## src/rtl/ppu_pkg.sv

```systemverilog
// Shared PPU sprite types, OAM attribute bit positions and evaluator defaults.
package ppu_pkg;

  localparam int unsigned NUM_SPRITES_DEF  = 64;
  localparam int unsigned MAX_PER_LINE_DEF = 8;
  localparam int unsigned SPRITE_H_DEF     = 16;

  localparam int unsigned LINE_W         = 9;
  localparam int unsigned ROW_W          = 4;
  localparam int unsigned ATTR_VFLIP_BIT = 7;

  typedef struct packed {
    logic [7:0] y;
    logic [7:0] x;
    logic [7:0] tile;
    logic [7:0] attr;
  } oam_entry_t;

  typedef enum logic [1:0] {
    ST_IDLE  = 2'd0,
    ST_SCAN  = 2'd1,
    ST_DRAIN = 2'd2
  } eval_state_e;

endpackage

```

## src/rtl/sprite_range_check.sv

```systemverilog
// Vertical range test of one OAM entry against a scanline, with row selection.
module sprite_range_check
  import ppu_pkg::*;
#(
  parameter int unsigned SPRITE_H = SPRITE_H_DEF
) (
  input  logic [7:0]        y_i,
  input  logic [LINE_W-1:0] line_i,
  input  logic              flip_i,
  output logic              hit_o,
  output logic [ROW_W-1:0]  row_o
);

  logic [LINE_W-1:0] diff;

  // Lines above the sprite wrap to large values and fall out of range.
  always_comb begin
    diff  = line_i - {1'b0, y_i};
    hit_o = (diff < LINE_W'(SPRITE_H));
    row_o = flip_i ? (ROW_W'(SPRITE_H - 1) - diff[ROW_W-1:0]) : diff[ROW_W-1:0];
  end

endmodule

```

## src/rtl/sprite_evaluator.sv

```systemverilog
// Per-scanline sprite evaluator: scans OAM in order and loads up to MAX_PER_LINE hits into slots.
// Build option SPRITE_OVERFLOW_EN: keep scanning past a full line and flag the next hit as overflow.
module sprite_evaluator
  import ppu_pkg::*;
#(
  parameter int unsigned NUM_SPRITES  = NUM_SPRITES_DEF,
  parameter int unsigned MAX_PER_LINE = MAX_PER_LINE_DEF,
  parameter int unsigned SPRITE_H     = SPRITE_H_DEF
) (
  input  logic        clk,
  input  logic        reset,
  input  logic        line_start,
  input  logic [8:0]  next_line,
  output logic        oam_rd_en,
  output logic [5:0]  oam_addr,
  input  logic [31:0] oam_data,
  output logic        slot_we,
  output logic [2:0]  slot_idx,
  output logic [7:0]  slot_x,
  output logic [7:0]  slot_tile,
  output logic [7:0]  slot_attr,
  output logic [3:0]  slot_row,
  output logic [3:0]  sprite_count,
  output logic        overflow,
  output logic        done
);

  localparam int unsigned ADDR_W = 6;
  localparam int unsigned SLOT_W = 3;
  localparam int unsigned CNT_W  = 4;
  localparam logic [ADDR_W-1:0] LAST_ADDR = ADDR_W'(NUM_SPRITES - 1);
  localparam logic [CNT_W-1:0]  MAX_CNT   = CNT_W'(MAX_PER_LINE);

  eval_state_e       state_q, state_d;
  logic [LINE_W-1:0] line_q, line_d;
  logic              rd_en_q, rd_en_d;
  logic [ADDR_W-1:0] addr_q, addr_d;
  logic              vld_q, vld_d;
  logic [CNT_W-1:0]  count_q, count_d;
  logic              ovf_q, ovf_d;
  logic              we_q, we_d;
  logic [SLOT_W-1:0] idx_q, idx_d;
  logic [7:0]        x_q, x_d;
  logic [7:0]        tile_q, tile_d;
  logic [7:0]        attr_q, attr_d;
  logic [ROW_W-1:0]  row_q, row_d;
  logic              done_q, done_d;

  oam_entry_t       entry;
  logic             hit;
  logic [ROW_W-1:0] hit_row;
  logic             stop_c;

  assign entry = oam_entry_t'(oam_data);

  sprite_range_check #(.SPRITE_H(SPRITE_H)) u_range (
    .y_i    (entry.y),
    .line_i (line_q),
    .flip_i (entry.attr[ATTR_VFLIP_BIT]),
    .hit_o  (hit),
    .row_o  (hit_row)
  );

  always_comb begin
    state_d = state_q;
    line_d  = line_q;
    rd_en_d = 1'b0;
    addr_d  = addr_q;
    vld_d   = rd_en_q;
    count_d = count_q;
    ovf_d   = ovf_q;
    we_d    = 1'b0;
    idx_d   = idx_q;
    x_d     = x_q;
    tile_d  = tile_q;
    attr_d  = attr_q;
    row_d   = row_q;
    done_d  = 1'b0;
    stop_c  = 1'b0;

    // Evaluate the entry whose read was issued in the previous cycle.
    if (vld_q && (state_q != ST_IDLE) && hit) begin
      if (count_q < MAX_CNT) begin
        we_d    = 1'b1;
        idx_d   = SLOT_W'(count_q);
        x_d     = entry.x;
        tile_d  = entry.tile;
        attr_d  = entry.attr;
        row_d   = hit_row;
        count_d = count_q + CNT_W'(1);
`ifndef SPRITE_OVERFLOW_EN
        stop_c  = (count_q == (MAX_CNT - CNT_W'(1)));
`endif
      end
`ifdef SPRITE_OVERFLOW_EN
      else begin
        ovf_d  = 1'b1;
        stop_c = 1'b1;
      end
`endif
    end

    case (state_q)
      ST_IDLE: begin
        state_d = ST_IDLE;
      end
      ST_SCAN: begin
        if (stop_c || (addr_q == LAST_ADDR)) begin
          state_d = ST_DRAIN;
        end else begin
          rd_en_d = 1'b1;
          addr_d  = addr_q + ADDR_W'(1);
        end
      end
      ST_DRAIN: begin
        // First DRAIN cycle evaluates the last in-flight entry; done shows in the second.
        if (done_q) state_d = ST_IDLE;
        else        done_d  = 1'b1;
      end
      default: state_d = ST_IDLE;
    endcase

    // line_start from any state restarts the scan and drops in-flight data.
    if (line_start) begin
      state_d = ST_SCAN;
      line_d  = next_line;
      rd_en_d = 1'b1;
      addr_d  = '0;
      vld_d   = 1'b0;
      count_d = '0;
      ovf_d   = 1'b0;
      we_d    = 1'b0;
      idx_d   = idx_q;
      x_d     = x_q;
      tile_d  = tile_q;
      attr_d  = attr_q;
      row_d   = row_q;
      done_d  = 1'b0;
    end
  end

  always_ff @(posedge clk or posedge reset) begin
    if (reset) begin
      state_q <= ST_IDLE;
      line_q  <= '0;
      rd_en_q <= 1'b0;
      addr_q  <= '0;
      vld_q   <= 1'b0;
      count_q <= '0;
      ovf_q   <= 1'b0;
      we_q    <= 1'b0;
      idx_q   <= '0;
      x_q     <= '0;
      tile_q  <= '0;
      attr_q  <= '0;
      row_q   <= '0;
      done_q  <= 1'b0;
    end else begin
      state_q <= state_d;
      line_q  <= line_d;
      rd_en_q <= rd_en_d;
      addr_q  <= addr_d;
      vld_q   <= vld_d;
      count_q <= count_d;
      ovf_q   <= ovf_d;
      we_q    <= we_d;
      idx_q   <= idx_d;
      x_q     <= x_d;
      tile_q  <= tile_d;
      attr_q  <= attr_d;
      row_q   <= row_d;
      done_q  <= done_d;
    end
  end

  assign oam_rd_en    = rd_en_q;
  assign oam_addr     = addr_q;
  assign slot_we      = we_q;
  assign slot_idx     = idx_q;
  assign slot_x       = x_q;
  assign slot_tile    = tile_q;
  assign slot_attr    = attr_q;
  assign slot_row     = row_q;
  assign sprite_count = count_q;
  assign overflow     = ovf_q;
  assign done         = done_q;

endmodule
```

## config.mk

```make
export PLATFORM = sky130hd
export DESIGN_NAME = sprite_evaluator
export DESIGN_NICKNAME = d
export VERILOG_FILES = /design/src/rtl/ppu_pkg.sv /design/src/rtl/sprite_range_check.sv /design/src/rtl/sprite_evaluator.sv
export SDC_FILE = /design/constraint.sdc
export NUM_CORES = 1
export LEC_CHECK = 0
export BUFFER_PORTS_ARGS = -buffer_cell sky130_fd_sc_hd__buf_2
export CAP_MARGIN = 0
export CORE_MARGIN = 10
export CORE_UTILIZATION = 30
export DETAILED_ROUTE_END_ITERATION = 10
export GPL_ROUTABILITY_DRIVEN = 0
export SYNTH_ARGS = -nofsm -noshare
export SYNTH_HDL_FRONTEND = slang
export SYNTH_SLANG_ARGS = --single-unit
export TNS_END_PERCENT = 1
```

## constraint.sdc

```tcl
create_clock -name clk -period 3.8 [get_ports clk]
set_clock_uncertainty 0.2 [all_clocks]
set_input_delay 0 -clock clk [delete_from_list [all_inputs] [get_ports clk]]
set_output_delay 0 -clock clk [all_outputs]
set_load 0.02 [all_outputs]
```

# After elaboration in Yosys (flattened, before gate mapping)

Index checks and enable logic that the tools add are counted.

Register bits: 56
Output and inout port bits: 45

$add $sub $neg: 4
$lt $le $gt $ge: 2
Equality and inequality tests: 7
Mux-type cells: 23
Bitwise gates (word level): 1
Reductions and logical operators: 11

Operator list:

| cell                                                                 | count |
|---|---|
| 6-bit 2-to-1 mux                                                     | 3 |
| 4-bit 2-to-1 mux                                                     | 4 |
| 1-bit 2-to-1 mux                                                     | 12 |
| 9-bit by 5-bit < comparator with 1-bit output, second input constant | 1 |
| 9-bit by 8-bit subtractor with 9-bit output                          | 1 |
| 2-bit nonzero test                                                   | 4 |
| 6-bit by 1-bit adder with 6-bit output, second input constant        | 1 |
| 6-bit == test, second input constant                                 | 1 |
| 2-bit 2-to-1 mux                                                     | 3 |
| 3-bit != test, second input constant                                 | 2 |
| 2-bit AND reduction                                                  | 3 |
| 4-bit by 1-bit adder with 4-bit output, second input constant        | 1 |
| 4-bit by 3-bit == test with 1-bit output, second input constant      | 1 |
| 4-bit < comparator, second input constant                            | 1 |
| 2-bit one-hot mux with 2 select lines                                | 1 |
| 4-bit subtractor, first input constant                               | 1 |
| 3-bit AND reduction                                                  | 1 |
| 2-bit by 1-bit == test with 1-bit output, second input constant      | 1 |
| 2-bit == test, second input constant                                 | 1 |
| 1-bit logical AND                                                    | 2 |
| 2-bit != test, second input constant                                 | 1 |
| 1-bit logical OR                                                     | 1 |
| 1-bit NOT                                                            | 1 |

# Logic depth before layout (Yosys ltp)

Gate-level depths: netlist of the first run.

Depth after elaboration: 8
Gate-level depth with buffers: 13
Depth with buffers taken out: 10

# By module

A second synthesis of the first run with hierarchy kept.

Cells, all modules: 217
Area, all modules: 2645.0 µm²

Modules (own cells, without submodules):

| module             | times used | cells an instance | area an instance (µm²) |
|---|---|---|---|
| sprite_evaluator   | 1          | 160               | 2242.2 |
| sprite_range_check | 1          | 57                | 402.9 |

# Worst setup path before layout of the first run

OpenSTA, ideal clock, no wires.

Path type: register to register
Start: register line_q[0]
End: register attr_q[1], in the netlist slot_attr[1]
Data arrival time: 2.529 ns
Path slack: 0.946 ns
Cell stages (with the launch flop): 14
Path buffers: 3
Clock period less this slack: 2.854 ns
Cells stage by stage: dfrtp_1 inv_1 ha_1 fa_1 nand2b_1 a21oi_2 xor2_1 nor3b_2 and3_1 buf_6 nor2b_4 buf_6 buf_12 mux2_4

Longest elaborated chain between the ends: 4

Ends and longest elaborated chain:

| what                                          | RTL line                 | RTL |
|---|---|---|
| from (decl)                                   | sprite_evaluator.sv:35   | `logic [LINE_W-1:0] line_q, line_d;` |
| from (signal assigned)                        | sprite_evaluator.sv:160  | `line_q <= line_d;` |
| 9-bit by 8-bit subtractor with 9-bit output   | sprite_range_check.sv:18 | `diff = line_i - {1'b0, y_i};` |
| 9-bit by 5-bit < comparator with 1-bit output | sprite_range_check.sv:19 | `hit_o = (diff < LINE_W'(SPRITE_H));` |
| 1-bit logical AND                             | sprite_evaluator.sv:82   | `if (vld_q && (state_q != ST_IDLE) && hit) begin` |
| 3-bit AND reduction (no source line)          | -                        |  |
| to (signal assigned)                          | sprite_evaluator.sv:170  | `attr_q <= attr_d;` |
| to (decl)                                     | sprite_evaluator.sv:45   | `logic [7:0] attr_q, attr_d;` |

Every way passes these cells.
A chain may end at the register's enable or synchronous reset.

# Final worst setup path of the first run

Start: input oam_data[24]
End: register idx_q[1], in the netlist slot_idx[1]

Longest elaborated chain between the ends: 4

Ends and longest elaborated chain:

| what                                          | RTL line                 | RTL |
|---|---|---|
| from (decl)                                   | sprite_evaluator.sv:16   | `input logic [31:0] oam_data,` |
| 9-bit by 8-bit subtractor with 9-bit output   | sprite_range_check.sv:18 |  |
| 9-bit by 5-bit < comparator with 1-bit output | sprite_range_check.sv:19 |  |
| 1-bit logical AND                             | sprite_evaluator.sv:82   |  |
| 3-bit AND reduction (no source line)          | -                        |  |
| to (signal assigned)                          | sprite_evaluator.sv:167  | `idx_q <= idx_d;` |
| to (decl)                                     | sprite_evaluator.sv:42   | `logic [SLOT_W-1:0] idx_q, idx_d;` |

Every way passes these cells.

==> results of run 1 <==
layout make-up:
type	instances	area (um2)	share of cell area, %
clock buffer	5	68.82	1.810
clock inverter	3	47.55	1.251
inverter	12	45.04	1.185
multi-input combinational	138	1271	33.44
sequential	56	1401	36.87
tap	111	138.9	3.654
timing repair buffer	127	828.3	21.79
cell usage in the layout, fill, tap and decap left out, drive strengths merged, types with 3 or more instances in the layout:
cell type,n
o21ai,6
buf,90
nand3,4
nand2b,3
nand4,3
nor2b,5
clkbuf,5
ha,10
a21oi,10
xor2,3
nor2,13
xnor2,9
dlygate4sd3,37
dfrtp,56
nand2,7
mux2,40
inv,12
nand3b,3
power by group:
part	internal [W]	switching, W	total, W
sequential	0.000744	0.0000834	0.000828
clock	0.000199	0.000208	0.000407
combinational	0.000371	0.000374	0.000746
total	0.00131	0.000666	0.00198
layer usage:
layer / part of all wire (%) / GRT usage, % / vias to the layer above / routed length, um
met2: 47 / 15.86 / 49 / 3140
met5: 0 / 0 / - / 0
li1: - / - / 982 / -
met1: 44 / 12.25 / 943 / 2941
met4: 0.60 / 2.224 / 0 / 40
met3: 7.6 / 3.313 / 6 / 504
how the worst min path moves through the flow:
stage	to	from	slack, ns
after floorplan	line_q[0]$_DFFE_PP0P_	next_line[0]	-0.08
after global placement	slot_tile[0]$_DFFE_PP0P_	reset	-0.16
after detailed placement	slot_tile[2]$_DFFE_PP0P_	reset	-0.15
after CTS	slot_tile[2]$_DFFE_PP0P_	reset	0.04
after global routing	slot_row[1]$_DFFE_PP0P_	oam_data[25]	0.07
final	slot_tile[2]$_DFFE_PP0P_	reset	0.03
cells in the mapped netlist, types with 3 or more instances:
cell type,count
ha_1,10
mux2_2,11
a21oi_1,8
nand3b_1,3
xnor2_1,9
buf_12,3
xor2_1,3
nor2_1,13
inv_1,12
nand2_1,7
o21ai_0,6
nand4_1,3
nand2b_1,3
dfrtp_1,56
nand3_1,4
nor2b_1,4
clkbuf_1,3
buf_6,3
mux2_4,29
cells by family (layout without fill, tap and decap cells):
family,count (synthesis),after routing,synth area share (%)
compound gates,26,26,6.278
buf+inv,22,147,5.570
other cells,1,1,0.1325
flops,56,56,49.51
xor+xnor,12,12,3.714
simple gates,46,46,9.195
fa+ha+maj,11,11,5.128
mux,42,42,20.47
what timing repair did:
action,4_1_cts,5_1_grt
hold endpoints to repair,63,0
hold buffers,37,0
resized for setup,0,0
worst max-delay path: cells and delay by family:
| family | cells | cell delay [ns] |
|---|---|---|
| adder cells (fa/ha/maj) | 2 | 0.62 |
| buffers and inverters | 3 | 1.03 |
| AND/OR/NAND/NOR | 4 | 0.81 |
| multiplexers | 1 | 0.37 |
| AO/OA/AOI/OAI | 1 | 0.20 |
| XOR/XNOR | 1 | 0.14 |
flip-flops by register name, indices dropped and copies added (netlist names):
register / flops
line_q: 9
slot_attr: 8
slot_tile: 8
slot_x: 8
oam_addr: 6
slot_row: 4
sprite_count: 4
slot_idx: 3
state_q: 2
done: 1
oam_rd_en: 1
slot_we: 1
vld_q: 1
stage by stage:
| step | area, um2 | total power [W] | util, % | instances | hold slack, ns |
|---|---|---|---|---|---|
| after floorplan | 2830 | 0.001336 | - | 216 | -0.08316 |
| final | 3801 | 0.001981 | 41.33 | 452 | 0.02534 |
| after global placement | 3314 | 0.001553 | 36.04 | 407 | -0.1571 |
| after global routing | 3801 | 0.002107 | 41.33 | 452 | 0.07066 |
| after CTS | 3801 | 0.002011 | 41.33 | 452 | 0.03760 |
| after detailed placement | 3314 | 0.001565 | 36.04 | 407 | -0.1460 |
==> results.md, run 1 <==
* Critical path startpoint: oam_data[24]
* R2R Setup Slk at approximately 0.64 ns
* Top post-synthesis cells by area: dfrtp_1 50%, mux2_4 15%, ha_1 4.4%, mux2_2 4.4%, xnor2_1 2.8%
* Flop and latch count out of synthesis at 56
* Initial DRT Pass Iterations at 4
* MaxCap Viol Count at 0
* Post-route DRC at 0
* Worst-path clk slew at around 0.11 ns
* CTS Root Cell: clkbuf_8
* Synth Area per Inst at between 10 and 15 um2
* WL/cell at approximately 15 um
* Tightest Hold Check Type: in2async
* Max-slew violation count at 0
* Setup CP Type: in2reg
* Critical Path RT at roughly 3.8 ns
* Final period utilization at a little over four fifths
* Normalized max-slew margin at 62.56%
* Area growth, synth to finish at 34.31%
* Yosys top cell by area: dfrtp_1
* Final hold viol count at 0
* Grt total ovfl at 0
* Endpoints failing setup at 0
* Power Density at roughly 520 nW/um2
* Crit path max-delay cell type: dlygate4sd3_1
* Setup ws final at 0.6173 ns
* Die Width at ~120 um
* CP Data Arrival Time at ~3.2 ns
* CP peak stage delay at about 0.56 ns
* Reg-to-Reg End: slot_idx[1]$_DFFE_PP0P_
* Initial DRC count at approximately 70
* Cell row count at 35
* # nets final at 395
* Layout cell share with drive strength beyond 1 at 43.70%
* Setup tns final at 0 ns
* Cell Area, Synth at about 2800 um2
* Lkg Pwr at 1.925 nW
* Max VDD drop at about 0.17 mV
* Total setup buffers inserted after CTS at 0
* Port bufs at slightly below 90
* Clk buf depth at 2
* Pre-CTS WS at between 0.6 and 0.7 ns
* Vias in the first global route at around 2200
* Status: complete, no violations
* CTS tree: built
* Crit end category: flip-flop
* Routed Wire Length at approximately 6.6 mm
* Htree depth at 2
* Fmax achieved at about 0.31 GHz
* Drt via density at 4.381
* First-pass GRT wire length at roughly 11 mm
* Post-Syn Instances at approximately 220
* Net Count, Synth at around 270
* R2r startpoint: line_q[0]$_DFFE_PP0P_
* Setup crit start kind: input pin
* Largest net degree at the start of global routing at 35
* FILL cells at ~880
* Estimated wirelength of the detail-placed design at 4.836 mm
* Cts bufs inserted at 5
* Via count at a little under 2000
* Die H at about 120 um
* Register area share after synthesis at 49.51%
* FFs w/ async S/R, synth at 100.0%
* Clk sink count at 56
* Slew @ Worst Pin at between 0.5 and 0.6 ns
* CP endpoint: slot_idx[1]$_DFFE_PP0P_
* Core Footprint at ~9000 um2
* Synth warn at 0
* RSZ-0062 raised after global routing: no
* Crit path cell chain: dlygate4sd3_1 -> buf_2 -> ha_1 -> fa_1 -> nand2b_1 -> a21oi_2 -> xor2_1 -> nor3b_2 -> and3_1 -> nor2b_4 -> buf_4 -> mux2_2
* Diode count at 0
* Die Footprint at about 14000 um2
* Post-synth top area share at 49.51%
* IO Count at 89
* Cells on worst reg2reg path at 11
* Worst skew pair latency at 0.32 ns
* Yosys cell types at 40
* CP Max Fanout at 19
* Post-synth EDFFs at 0
* Initial Util at ~31%
* Overall Global Routing Usage at 9.768%
* Final ANT Viol Nets at 0
* Initial antenna violation count at 0
* Synth Flop Type: dfrtp_1
* Fin crit period at 3.183 ns
Power figures use the tool's default switching activity.
==> inputs of run 2 (changes only) <==
==> constraint.sdc (replaced) <==
create_clock -name clk -period 3.1 [get_ports clk]
set_clock_uncertainty 0.2 [all_clocks]
set_input_delay 0 -clock clk [delete_from_list [all_inputs] [get_ports clk]]
set_output_delay 0 -clock clk [all_outputs]
set_load 0.02 [all_outputs]
==> results.md, run 2 (same netlist as run 1, synthesis figures left out) <==
* Status: complete, no violations
* Initial DRT Pass Iterations at 2
* Clk buf depth at 2
* Routed Wire Length at between 6 and 7 mm
* Worst-path clk slew at roughly 0.10 ns
* Slew @ Worst Pin at 0.5571 ns
* Htree depth at 2
* Top reg by flops: line_q
* Diode count at 0
* Clock share of power at between 10% and 20%
* Fmax achieved at about 0.34 GHz
* Setup ws final at around 0.19 ns
* Initial Util at between 30 and 40%
* Lkg Pwr at ~1.9 nW
* Total setup buffers inserted after CTS at 0
* Port bufs at 87
* Worst skew pair latency at around 0.31 ns
* Layout cell share with drive strength beyond 1 at roughly 44%
* P_int at around 0.0015 W
* Die Footprint at roughly 14000 um2
* Tightest Hold Check Type: in2reg
* Sw frac at a little over a third
* Endpoints failing setup at 0
* Final ANT Viol Nets at 0
* Setup crit start kind: flip-flop
* Pre-CTS WS at about 0.15 ns
* Via count at slightly above 2000
* Final hold viol count at 0
* Post-route DRC at 0
* Die Width at 117.1 um
* Estimated wirelength of the detail-placed design at 4.827 mm
* Overall Global Routing Usage at 9.760%
* Switching power at slightly above 0.0008 W
* Vias in the first global route at between 2000 and 2500
* Grt total ovfl at 0
* Cts bufs inserted at 5
* Commonest non-fill, non-tap cell in the layout: buf_2
* Core Footprint at 9196 um2
* Max reg flops at 9
* Comb pwr share at about 39%
* Setup tns final at 0 ns
* WL/cell at 14.82 um
* Cell row count at 35
* First-pass GRT wire length at approximately 11 mm
* CP Max Fanout at 20
* Fin crit period at ~2.9 ns
* # nets final at about 400
* Drt via density at ~4.5
* Crit end category: flip-flop
* Placed cell areas at roughly 3300 um2
* Final period utilization at 93.78%
* RSZ-0062 raised after global routing: no
* IO Count at 89
* Area growth, synth to finish at 34.70%
* CP Data Arrival Time at approximately 2.9 ns
* Initial DRC count at 79
* Max-slew violation count at 0
* MaxCap Viol Count at 0
* Setup CP Type: reg2reg
* Die H at around 120 um
* Clk sink count at 56
* Critical Path RT at 3.10 ns
* CTS Root Cell: clkbuf_8
* CTS tree: built
* Largest net degree at the start of global routing at 36
* Sequential Power Share at 43.4%
* Max VDD drop at between 0.2 and 0.3 mV
* Normalized max-slew margin at 62.86%
* Leading cell types in the layout, fill and taps excluded: 87 x buf_2, 56 x dfrtp_1, 36 x dlygate4sd3_1
* Cell area after layout at roughly 3800 um2
* Initial antenna violation count at 0
* Power Density at ~600 nW/um2
run 2: cell types whose count changed in the layout (fill, tap and decap cells not counted), sizes merged:
cell / delta
bufinv: -1
inv: +1
dlygate4sd3: -1
buf: +1
run 2: path summary, 6_finish.rpt:
path,startpoint,end,slack [ns],cells past startpoint
hold reg to reg,slot_idx[0]$_DFFE_PP0P_,slot_idx[0]$_DFFE_PP0P_,0.31,1
min in group asynchronous,reset,slot_idx[1]$_DFFE_PP0P_,0.05,3
setup / recovery,line_q[0]$_DFFE_PP0P_,slot_attr[4]$_DFFE_PP0P_,0.19,11
max in group asynchronous,reset,line_q[4]$_DFFE_PP0P_,1.84,4
setup reg to reg,line_q[0]$_DFFE_PP0P_,slot_attr[4]$_DFFE_PP0P_,0.19,11
hold / removal,oam_data[24],slot_row[0]$_DFFE_PP0P_,0.02,4
run 2: per-layer routing:
metal	track usage [%]	wire length (um)	vias to the layer above
met4	2.224	53	0
met3	3.415	500	5
met2	16.12	3204	48
met1	11.96	2939	984
met5	0	0	-
li1	-	-	981
run 2: per-stage QoR:
stage                     power, W  cells  hold slack (ns)  utilization, %
after floorplan           0.001638    216         -0.08316               -
after global placement    0.001905    408          -0.1695           36.39
after detailed placement  0.001920    408          -0.1596           36.39
after CTS                 0.002386    452         0.001383           41.31
after global routing      0.002493    452          0.03049           41.46
final                     0.002351    452          0.02041           41.46
run 2: power groups by stage:
stage | clock (W) | combinational [W] | sequential, W
floorplan | 0 | 0.000402 | 0.00124
global placement | 0 | 0.000886 | 0.00102
detailed placement | 0 | 0.000891 | 0.00103
CTS | 0.000440 | 0.000926 | 0.00102
global route | 0.000462 | 0.000985 | 0.00105
finish | 0.000416 | 0.000915 | 0.00102
run 2: critical path, cell delays in order (launching register included):
cell and delay [ns]:
dfrtp_1 0.34, inv_1 0.05, ha_1 0.20, fa_1 0.39, nand2b_1 0.17, a21oi_2 0.19
a21bo_1 0.14, a211o_1 0.19, and3_4 0.21, nor2b_4 0.20, buf_12 0.21, mux2_4 0.31
run 2: timing repair:
action / CTS / global route
endpoints found under the hold margin: 63 / 0
hold buffers: 36 / 0
gates resized for setup: 0 / 2
endpoints found under the setup margin: 0 / 23
run 2: cell type report:
type                    instances  area (um2)
multi-input cells             138        1285
flip-flops and latches         56        1401
clock inverters                 3       22.52
repair buffers                127       850.8
inverters                      12       45.04
clock buffers                   5       68.82
well taps                     111       138.9
fillers                       882        5384
